==> src/rtl/pong_pkg.sv <==
// Shared pong constants and the paddle driver FSM encoding.
package pong_pkg;

    localparam int SCREEN_H = 474;
    localparam int SCREEN_W = 800;
    localparam int NET_X    = 390;
    localparam int PADDLE_H = 48;

    typedef enum logic {
        PD_IDLE,
        PD_STEP
    } paddle_state_t;

endpackage

==> src/rtl/paddle_driver_if.sv <==
// Frame-tick/target inputs and paddle state outputs of paddle_driver.
interface paddle_driver_if;

    logic       FRAME_TICK;
    logic [7:0] POSITION;
    logic [8:0] PADDLE_Y;
    logic       MOVING;
    logic       DIR;
    logic       AT_TARGET;

    modport master (
        output FRAME_TICK, POSITION,
        input  PADDLE_Y, MOVING, DIR, AT_TARGET
    );

    modport slave (
        input  FRAME_TICK, POSITION,
        output PADDLE_Y, MOVING, DIR, AT_TARGET
    );

endinterface

==> src/rtl/paddle_driver_step.sv <==
// Combinational single step: moves cur toward tgt by at most speed pixels.
module paddle_step (
    input  logic [8:0] i_cur,
    input  logic [8:0] i_tgt,
    input  logic [3:0] i_speed,
    output logic [8:0] o_next_y,
    output logic       o_moving,
    output logic       o_dir
);

    logic signed [9:0] w_diff;
    logic        [9:0] w_mag;
    logic        [8:0] w_step;

    assign w_diff   = $signed({1'b0, i_tgt}) - $signed({1'b0, i_cur});
    assign w_mag    = w_diff[9] ? 10'(-w_diff) : 10'(w_diff);
    // Limiting the step by |diff| is what prevents overshoot.
    assign w_step   = (w_mag < {6'd0, i_speed}) ? w_mag[8:0] : {5'd0, i_speed};
    assign o_moving = (w_diff != 10'sd0);
    assign o_dir    = ~w_diff[9];
    assign o_next_y = !o_moving ? i_cur :
                      w_diff[9] ? (i_cur - w_step) : (i_cur + w_step);

endmodule

==> src/rtl/paddle_driver.sv <==
// Rate-limited paddle mover: one clamped step toward the AI target per frame.
// Optional acceleration ramp enabled by defining PADDLE_DRIVER_ACCEL_EN.
module paddle_driver #(
    parameter int SCREEN_H  = 474,
    parameter int PADDLE_H  = 48,
    parameter int MAX_SPEED = 4
) (
    input  logic             CLOCK,
    input  logic             RESET,
    paddle_driver_if.slave   bus
);
    import pong_pkg::*;

    localparam logic [8:0] Y_LIM = 9'(SCREEN_H - PADDLE_H);
    localparam logic [8:0] Y_MID = 9'((SCREEN_H - PADDLE_H) / 2);

    paddle_state_t r_state, w_state_nxt;
    logic          w_cap, w_upd;

    logic [8:0] r_y, r_tgt;
    logic       r_moving, r_dir, r_at;

    logic [8:0] w_tgt_raw, w_tgt_clamp;
    logic [8:0] w_next_y;
    logic       w_moving, w_dir;
    logic [3:0] w_speed;

    assign w_tgt_raw   = {bus.POSITION, 1'b0};
    assign w_tgt_clamp = (w_tgt_raw > Y_LIM) ? Y_LIM : w_tgt_raw;

    always_ff @(posedge CLOCK) begin
        if (!RESET) r_state <= PD_IDLE;
        else        r_state <= w_state_nxt;
    end

    always_comb begin
        w_state_nxt = r_state;
        w_cap       = 1'b0;
        w_upd       = 1'b0;
        case (r_state)
            PD_IDLE: if (bus.FRAME_TICK) begin
                w_cap       = 1'b1;
                w_state_nxt = PD_STEP;
            end
            PD_STEP: begin
                // Any tick seen here is dropped by design.
                w_upd       = 1'b1;
                w_state_nxt = PD_IDLE;
            end
            default: w_state_nxt = PD_IDLE;
        endcase
    end

`ifdef PADDLE_DRIVER_ACCEL_EN
    logic [3:0] r_speed, w_speed_nxt;
    logic       w_dir_req;

    // A reversal restarts the ramp on the reversing step itself.
    assign w_dir_req   = (r_tgt > r_y);
    assign w_speed     = (w_dir_req != r_dir) ? 4'd1 : r_speed;
    assign w_speed_nxt = !w_moving ? 4'd1 :
                         (w_speed >= 4'(MAX_SPEED)) ? 4'(MAX_SPEED) : (w_speed + 4'd1);

    always_ff @(posedge CLOCK) begin
        if (!RESET)     r_speed <= 4'd1;
        else if (w_upd) r_speed <= w_speed_nxt;
    end
`else
    assign w_speed = 4'(MAX_SPEED);
`endif

    paddle_step u_step (
        .i_cur    (r_y),
        .i_tgt    (r_tgt),
        .i_speed  (w_speed),
        .o_next_y (w_next_y),
        .o_moving (w_moving),
        .o_dir    (w_dir)
    );

    always_ff @(posedge CLOCK) begin
        if (!RESET) begin
            r_y      <= Y_MID;
            r_tgt    <= Y_MID;
            r_moving <= 1'b0;
            r_dir    <= 1'b0;
            r_at     <= 1'b1;
        end else begin
            if (w_cap) r_tgt <= w_tgt_clamp;
            if (w_upd) begin
                r_y      <= w_next_y;
                r_moving <= w_moving;
                if (w_moving) r_dir <= w_dir;
                r_at     <= (w_next_y == r_tgt);
            end
        end
    end

    assign bus.PADDLE_Y  = r_y;
    assign bus.MOVING    = r_moving;
    assign bus.DIR       = r_dir;
    assign bus.AT_TARGET = r_at;

endmodule

==> src/flat_wrapper.sv <==
// flat-port wrapper written by rule: the top's interface ports become plain ports
module paddle_driver_flat import pong_pkg::*;
#(
    parameter int SCREEN_H  = 474,
    parameter int PADDLE_H  = 48,
    parameter int MAX_SPEED = 4
)
  (CLOCK, RESET, bus_FRAME_TICK, bus_POSITION, bus_PADDLE_Y, bus_MOVING, bus_DIR, bus_AT_TARGET);
  paddle_driver_if bus_i ();
  input  logic CLOCK;
  input  logic RESET;
  input wire logic [$bits(bus_i.FRAME_TICK)-1:0] bus_FRAME_TICK;
  input wire logic [$bits(bus_i.POSITION)-1:0] bus_POSITION;
  output wire logic [$bits(bus_i.PADDLE_Y)-1:0] bus_PADDLE_Y;
  output wire logic [$bits(bus_i.MOVING)-1:0] bus_MOVING;
  output wire logic [$bits(bus_i.DIR)-1:0] bus_DIR;
  output wire logic [$bits(bus_i.AT_TARGET)-1:0] bus_AT_TARGET;
  assign bus_i.FRAME_TICK = bus_FRAME_TICK;
  assign bus_i.POSITION = bus_POSITION;
  assign bus_PADDLE_Y = bus_i.PADDLE_Y;
  assign bus_MOVING = bus_i.MOVING;
  assign bus_DIR = bus_i.DIR;
  assign bus_AT_TARGET = bus_i.AT_TARGET;
  paddle_driver #(.SCREEN_H(SCREEN_H), .PADDLE_H(PADDLE_H), .MAX_SPEED(MAX_SPEED)) u_core (.CLOCK(CLOCK), .RESET(RESET), .bus(bus_i));
endmodule
==> config.mk <==
export PLATFORM = sky130hd
export DESIGN_NAME = paddle_driver_flat
export DESIGN_NICKNAME = d
export VERILOG_FILES = /design/src/rtl/pong_pkg.sv /design/src/rtl/paddle_driver_if.sv /design/src/rtl/paddle_driver_step.sv /design/src/rtl/paddle_driver.sv /design/src/flat_wrapper.sv
export SDC_FILE = /design/constraint.sdc
export NUM_CORES = 1
export LEC_CHECK = 0
export ABC_AREA = 1
export CAP_MARGIN = 20
export CORE_UTILIZATION = 54
export CTS_BUF_LIST = sky130_fd_sc_hd__clkbuf_4 sky130_fd_sc_hd__clkbuf_8
export DETAILED_ROUTE_END_ITERATION = 8
export PLACE_DENSITY = 0.81
export SLEW_MARGIN = 25
export SYNTH_ARGS = -nofsm -noshare
export SYNTH_HDL_FRONTEND = slang
export SYNTH_SLANG_ARGS = --single-unit
==> constraint.sdc <==
create_clock -name CLOCK -period 4.7 [get_ports CLOCK]
set_input_delay 1.175 -clock CLOCK [delete_from_list [all_inputs] [get_ports CLOCK]]
set_output_delay 1.175 -clock CLOCK [all_outputs]
set_load 0.01 [all_outputs]
==> results of run 1 <==
cells in the mapped netlist (all sizes together):
| cell type | instances |
|---|---|
| nor2 | 27 |
| fa | 2 |
| xnor2 | 1 |
| a221oi | 2 |
| nand2 | 100 |
| o211ai | 6 |
| a211oi | 1 |
| ha | 19 |
| or2 | 5 |
| o31ai | 3 |
| clkinv | 2 |
| nand4 | 3 |
| dfxtp | 22 |
| o21ai | 27 |
| xor2 | 7 |
| buf | 4 |
| nand3 | 44 |
| clkbuf | 3 |
| nand3b | 1 |
| o21bai | 2 |
| inv | 61 |
| a21oi | 26 |
| a21o | 1 |
| o21a | 1 |
| nor3 | 5 |
routing by layer:
layer | global-route usage, % | vias up | share of wire [%]
met2 | 51.8 | 99 | 48
met4 | 11.2 | 0 | 3.3
met5 | 0 | - | 0
met3 | 5.10 | 24 | 5.6
met1 | 37.8 | 1224 | 43
li1 | - | 1343 | -
per-stage QoR:
step / setup TNS, ns / hold WS [ns] / power (mW) / util (%)
after floorplan: 0 / 0.461 / 0.856 / -
after global placement: -0.0598 / 0.456 / 1.07 / 69.1
after detailed placement: -0.520 / 0.465 / 1.09 / 69.1
after CTS: -0.0568 / 0.480 / 1.27 / 72.7
after global routing: -0.717 / 0.537 / 1.49 / 76.0
final: -0.0560 / 0.482 / 1.37 / 76.0
final cells by class:
cell class                      instances  area, um^2  area share [%]
Timing Repair Buffer                   61         513            16.3
Inverter                               63         239            7.59
Multi-Input combinational cell        283        1850            58.8
Tap cell                               50        62.6            1.99
Sequential cell                        22         443            14.1
Clock buffer                            3        41.3            1.31
sequential cells by signal, indices dropped and copies added, names as in the netlist:
register / flops
u_core.bus.AT_TARGET: 1
u_core.bus.DIR: 1
u_core.bus.MOVING: 1
u_core.bus.PADDLE_Y: 9
u_core.r_state: 1
u_core.r_tgt: 9
power breakdown:
| part | leakage, nW | internal (mW) | switching, mW |
|---|---|---|---|
| sequential | 0.182 | 0.203 | 0.0150 |
| clock | 0.0216 | 0.0571 | 0.0572 |
| combinational | 1.39 | 0.433 | 0.607 |
| total | 1.60 | 0.694 | 0.679 |
cells by family after synthesis:
kind of cell             after synthesis
AND/OR/NAND/NOR                      185
adder cells (fa/ha/maj)               21
buffers and inverters                 70
AO/OA/AOI/OAI                         69
flip-flops                            22
XOR/XNOR                               8
timing repair:
item,in CTS,in global routing
setup endpoints to repair,3,6
resized for setup,20,25
buffers inserted,6,4
pin swaps,32,39
hold buffers,0,0
how the worst max path moves through the flow:
stage	startpoint	depth (start not counted)	end
detailed placement	u_core.r_tgt[0]$_SDFFE_PN1P_	35	u_core.bus.AT_TARGET$_SDFFE_PN1P_
CTS	u_core.r_tgt[0]$_SDFFE_PN1P_	38	u_core.bus.AT_TARGET$_SDFFE_PN1P_
floorplan	u_core.bus.PADDLE_Y[0]$_SDFFE_PN1P_	34	u_core.bus.AT_TARGET$_SDFFE_PN1P_
global route	u_core.r_tgt[0]$_SDFFE_PN1P_	39	u_core.bus.AT_TARGET$_SDFFE_PN1P_
global placement	u_core.r_tgt[0]$_SDFFE_PN1P_	36	u_core.bus.AT_TARGET$_SDFFE_PN1P_
finish	u_core.r_tgt[0]$_SDFFE_PN1P_	37	u_core.bus.AT_TARGET$_SDFFE_PN1P_
tightest hold or removal path, delay by kind of cell, from the launching register on:
family / cells / cell delay, ns
AO/OA/AOI/OAI: 1 / 0.06
flip-flops: 1 / 0.32
AND/OR/NAND/NOR: 1 / 0.06
==> impl_metrics.py, run 1 <==
metrics = {
    "run_status": {
        "status": "complete, but fails checks",
        "violations": "negative setup slack",
    },
    "setup_path": {
        "cp-start-kind": "flip-flop",
        "rrSetupSlack_ns": -0.06,
        "r2r-end": "u_core.bus.AT_TARGET$_SDFFE_PN1P_",
        "worstPathMaxFanout": 4,
        "cp_num_buf_inv": 6,
        "timing.rr.start": "u_core.r_tgt[0]$_SDFFE_PN1P_",
        "crit_type": "flip-flop to flip-flop",
        "crit_slowest_cell": "fa_1",
        "required_ns": 4.91,
        "arrival_ns": 4.97,
        "r2r_cells": 37,
        "cpPeakStageDelay_ns": 0.47,
        "crit_family": "simple AND/OR/NAND/NOR gates",
        "end_kind": "flip-flop",
    },
    "sta": {
        "fin_crit_ns": 4.76,
        "fin_skew_ns": 0.00542,
        "rsz0062_at_grt": "yes",
        "setup_ws_ns": -0.0560,
        "fin_crit_sh_pct": 101,
        "maxSlewViolCount": 0,
        "hold_viol": 0,
        "relSlewSlack_pct": 60.3,
        "fmax_mhz": 210,
        "worst_pin_slew_ns": 0.594,
        "setup_viol": 1,
    },
    "synth": {
        "ys_seq_area_share_pct": 18.4,
        "synth-simple-area-share_pct": 38.1,
        "syn-cell-area_mm2": 0.00240,
        "ys_ff_latch": 22,
        "synth_top_area_share_pct": 18.4,
        "synthXorXnorAreaFrac_pct": 3.23,
        "synthCells": 375,
        "synthTopCellsByArea": "dfxtp_1 18%, nand2_1 13%, ha_1 9.9%",
        "avgSynthCellArea_um2": 6.40,
        "synth-compound-area-share_pct": 17.1,
        "synth_top_cell_by_area": "dfxtp_1",
        "yosys_warnings": 0,
        "synthMuxAreaShare_pct": 0,
        "syn_nets": 407,
        "ys_types": 40,
        "synth_top_family_by_area": "simple AND/OR/NAND/NOR gates",
        "synthAdderAreaFrac_pct": 11.6,
    },
    "clocking": {
        "cts_root_buffer": "clkbuf_8",
        "numCtsBuffers": 3,
        "clk_path_buf_depth": 2,
        "htreeDepth": 1,
        "clock-sinks": 22,
        "cts_tree": "done",
        "clkTransAtPathRegs_ns": 0.08,
        "clk_latency_ns": 0.26,
    },
    "finish": {
        "stdcell_count": 482,
        "drive_gt1_share_pct": 28.9,
        "fin_nets": 466,
        "layout_commonest_cell": "nand2_1",
        "fillers": 309,
        "antenna_cells": 0,
        "stdcell_area_mm2": 0.00315,
        "area_delta_synth_final_pct": 31.3,
        "mostFrequentLayoutCells": "83 x nand2_1, 48 x inv_1, 39 x buf_4",
    },
    "route": {
        "drc": 0,
        "routedWlPerCell_um": 14.2,
        "firstDrtPassIters": 4,
        "ant_nets": 0,
        "avgViaCountPerCell": 5.58,
        "vias": 2690,
        "totalWireLength_um": 6830,
        "detail_route.iter0.violations": 126,
    },
    "die": {
        "rows": 23,
        "num_io_pins": 23,
        "core_mm2": 0.00414,
        "die-area_mm2": 0.00471,
        "initial_core_util_pct": 57.9,
        "die_w_um": 68.7,
        "die_h_um": 68.7,
    },
    "place": {
        "portBuffers": 22,
        "finalWeightedCongestion": 0.946,
        "dpl-instance-area_mm2": 0.00287,
        "dpl.hpwl_um": 4940,
        "dp.cells": 469,
        "pre_cts_ws_ns": -0.284,
    },
    "global_route": {
        "antenna_found_initial": 0,
        "grt_overflow": 0,
        "first_global_vias": 2432,
        "grt_pass1_wl_um": 10700,
        "grt_max_degree": 23,
        "grt_use_total_pct": 30.3,
    },
    "power_and_ir_drop": {
        "irDropWorstVdd_mv": 0.313,
        "leakagePower_nw": 1.60,
        "powerDensity_mw_per_mm2": 436,
    },
    "hold_path": {
        "hold_depth": 2,
        "hold_class": "flip-flop to flip-flop",
        "hold_start": "u_core.bus.MOVING$_SDFFE_PN0P_",
        "min_to": "u_core.bus.MOVING$_SDFFE_PN0P_",
    },
    "run": {
        "cap_violations": 0,
    },
}
Power figures use the tool's default switching activity.
==> inputs of run 2 (changes only) <==
Settings changed: PLACE_DENSITY 0.81 to 0.89.
==> impl_metrics.py, run 2 (same netlist as run 1, synthesis figures left out) <==
metrics = {
    "finish": {
        "stdcell_area_mm2": 0.00331,
        "area_delta_synth_final_pct": 38.1,
        "mostFrequentLayoutCells": "83 x nand2_1, 50 x inv_1, 47 x buf_4",
        "fin_nets": 476,
        "drive_gt1_share_pct": 29.8,
        "fillers": 256,
        "layout_commonest_cell": "nand2_1",
    },
    "clocking": {
        "cts_tree": "done",
        "clock-sinks": 22,
        "numCtsBuffers": 3,
        "clkTransAtPathRegs_ns": 0.09,
        "cts_root_buffer": "clkbuf_8",
        "clk_path_buf_depth": 2,
        "htreeDepth": 1,
        "clk_latency_ns": 0.27,
    },
    "sta": {
        "setup_ws_ns": -0.641,
        "hold_viol": 0,
        "fin_crit_ns": 5.34,
        "fin_crit_sh_pct": 114,
        "relSlewSlack_pct": 56.6,
        "setup_viol": 6,
        "fmax_mhz": 187,
        "rsz0062_at_grt": "yes",
        "fin_skew_ns": 0.00473,
        "maxSlewViolCount": 0,
        "worst_pin_slew_ns": 0.650,
    },
    "power_and_ir_drop": {
        "powerDensity_mw_per_mm2": 482,
        "fin_total_pwr_mw": 1.60,
        "irDropWorstVdd_mv": 0.295,
        "leakagePower_nw": 1.65,
    },
    "run": {
        "cap_violations": 0,
    },
    "run_status": {
        "violations": "negative setup slack",
        "status": "complete, but fails checks",
    },
    "route": {
        "routedWlPerCell_um": 19.6,
        "firstDrtPassIters": 5,
        "totalWireLength_um": 9670,
        "ant_nets": 0,
        "drc": 0,
        "vias": 3163,
        "avgViaCountPerCell": 6.40,
        "detail_route.iter0.violations": 426,
    },
    "die": {
        "initial_core_util_pct": 57.9,
        "die-area_mm2": 0.00471,
        "core_mm2": 0.00414,
        "num_io_pins": 23,
        "rows": 23,
        "die_h_um": 68.7,
        "die_w_um": 68.7,
    },
    "place": {
        "finalWeightedCongestion": 0.873,
        "dpl-instance-area_mm2": 0.00287,
        "portBuffers": 22,
        "dpl.hpwl_um": 5210,
    },
    "setup_path": {
        "cp-start-kind": "flip-flop",
        "critPathMostFrequentCell": "nand2_1",
        "crit_slowest_cell": "fa_2",
        "arrival_ns": 5.56,
        "crit_family": "simple AND/OR/NAND/NOR gates",
        "cp_num_buf_inv": 9,
        "end_kind": "flip-flop",
        "cpPeakStageDelay_ns": 0.50,
        "crit_type": "flip-flop to flip-flop",
        "worstPathMaxFanout": 3,
        "required_ns": 4.92,
    },
    "global_route": {
        "first_global_vias": 2740,
        "grt_max_degree": 23,
        "grt_use_total_pct": 35.5,
        "grt_pass1_wl_um": 12300,
        "antenna_found_initial": 1,
        "grt_overflow": 0,
    },
    "hold_path": {
        "hold_class": "flip-flop to flip-flop",
    },
}
==> run 2: changes by cell type in the layout (fill, tap and decap cells not counted), moves of 3 or more <==
cell     previous run  this run
buf_4              39        47
a21oi_2             7         3
ha_1               15        11
nand3_1            30        34
nand3_2            13         9
a21oi_1            19        22
ha_4                4         7
inv_2              12         9
==> run 2: layout make-up <==
class	instances	area (um^2)	area share, %
multi-input cells	283	1890	57.0
diodes	1	2.50	0.0755
inverters	63	241	7.29
clock inverters	1	30.0	0.906
repair buffers	71	604	18.2
clock buffers	3	41.3	1.25
flip-flops and latches	22	444	13.4
well taps	50	62.6	1.89
==> run 2: layer usage <==
metal | share of wire [%] | vias up | global-route usage [%]
met5 | 0 | - | 0
met4 | 11 | 0 | 20.3
met3 | 11 | 128 | 7.40
met2 | 45 | 292 | 65.8
met1 | 33 | 1384 | 36.6
li1 | - | 1359 | -
==> run 2: tightest hold or removal path: cells and delay by family, from the launching register on <==
kind            cells  cell delay (ns)
compound gates      1             0.06
simple gates        1             0.06
flops               1             0.32
==> run 2: worst paths after layout <==
path | endpoint | depth (start not counted) | start | slack (ns)
max reg2reg | u_core.bus.AT_TARGET$_SDFFE_PN1P_ | 38 | u_core.r_tgt[0]$_SDFFE_PN1P_ | -0.64
max | u_core.bus.AT_TARGET$_SDFFE_PN1P_ | 38 | u_core.r_tgt[0]$_SDFFE_PN1P_ | -0.64
min | u_core.bus.MOVING$_SDFFE_PN0P_ | 2 | u_core.bus.MOVING$_SDFFE_PN0P_ | 0.47
min reg2reg | u_core.bus.MOVING$_SDFFE_PN0P_ | 2 | u_core.bus.MOVING$_SDFFE_PN0P_ | 0.47
==> run 2: timing repair <==
| action | in CTS | in global routing |
|---|---|---|
| resized for setup | 22 | 24 |
| pin swaps | 28 | 27 |
| gates cloned | 0 | 0 |
| hold buffers | 0 | 0 |
| buffers inserted | 13 | 6 |
| setup endpoints to repair | 2 | 6 |
==> run 2: stage by stage <==
step	worst slack, ns	util [%]	TNS, ns	hold slack [ns]	instances
final	-0.641	80.0	-1.96	0.475	494
after global routing	-1.32	80.0	-5.64	0.495	494
after CTS	-0.117	75.5	-0.117	0.474	487
after detailed placement	-0.286	69.3	-0.495	0.462	470
after global placement	-0.0772	69.3	-0.0772	0.455	470
after floorplan	0.0122	-	0	0.461	375
==> run 2: where the power goes <==
part	total [mW]	switching, mW	internal [mW]
registers	0.223	0.0190	0.203
clock network	0.183	0.0694	0.114
logic	1.19	0.708	0.483
total	1.60	0.797	0.801
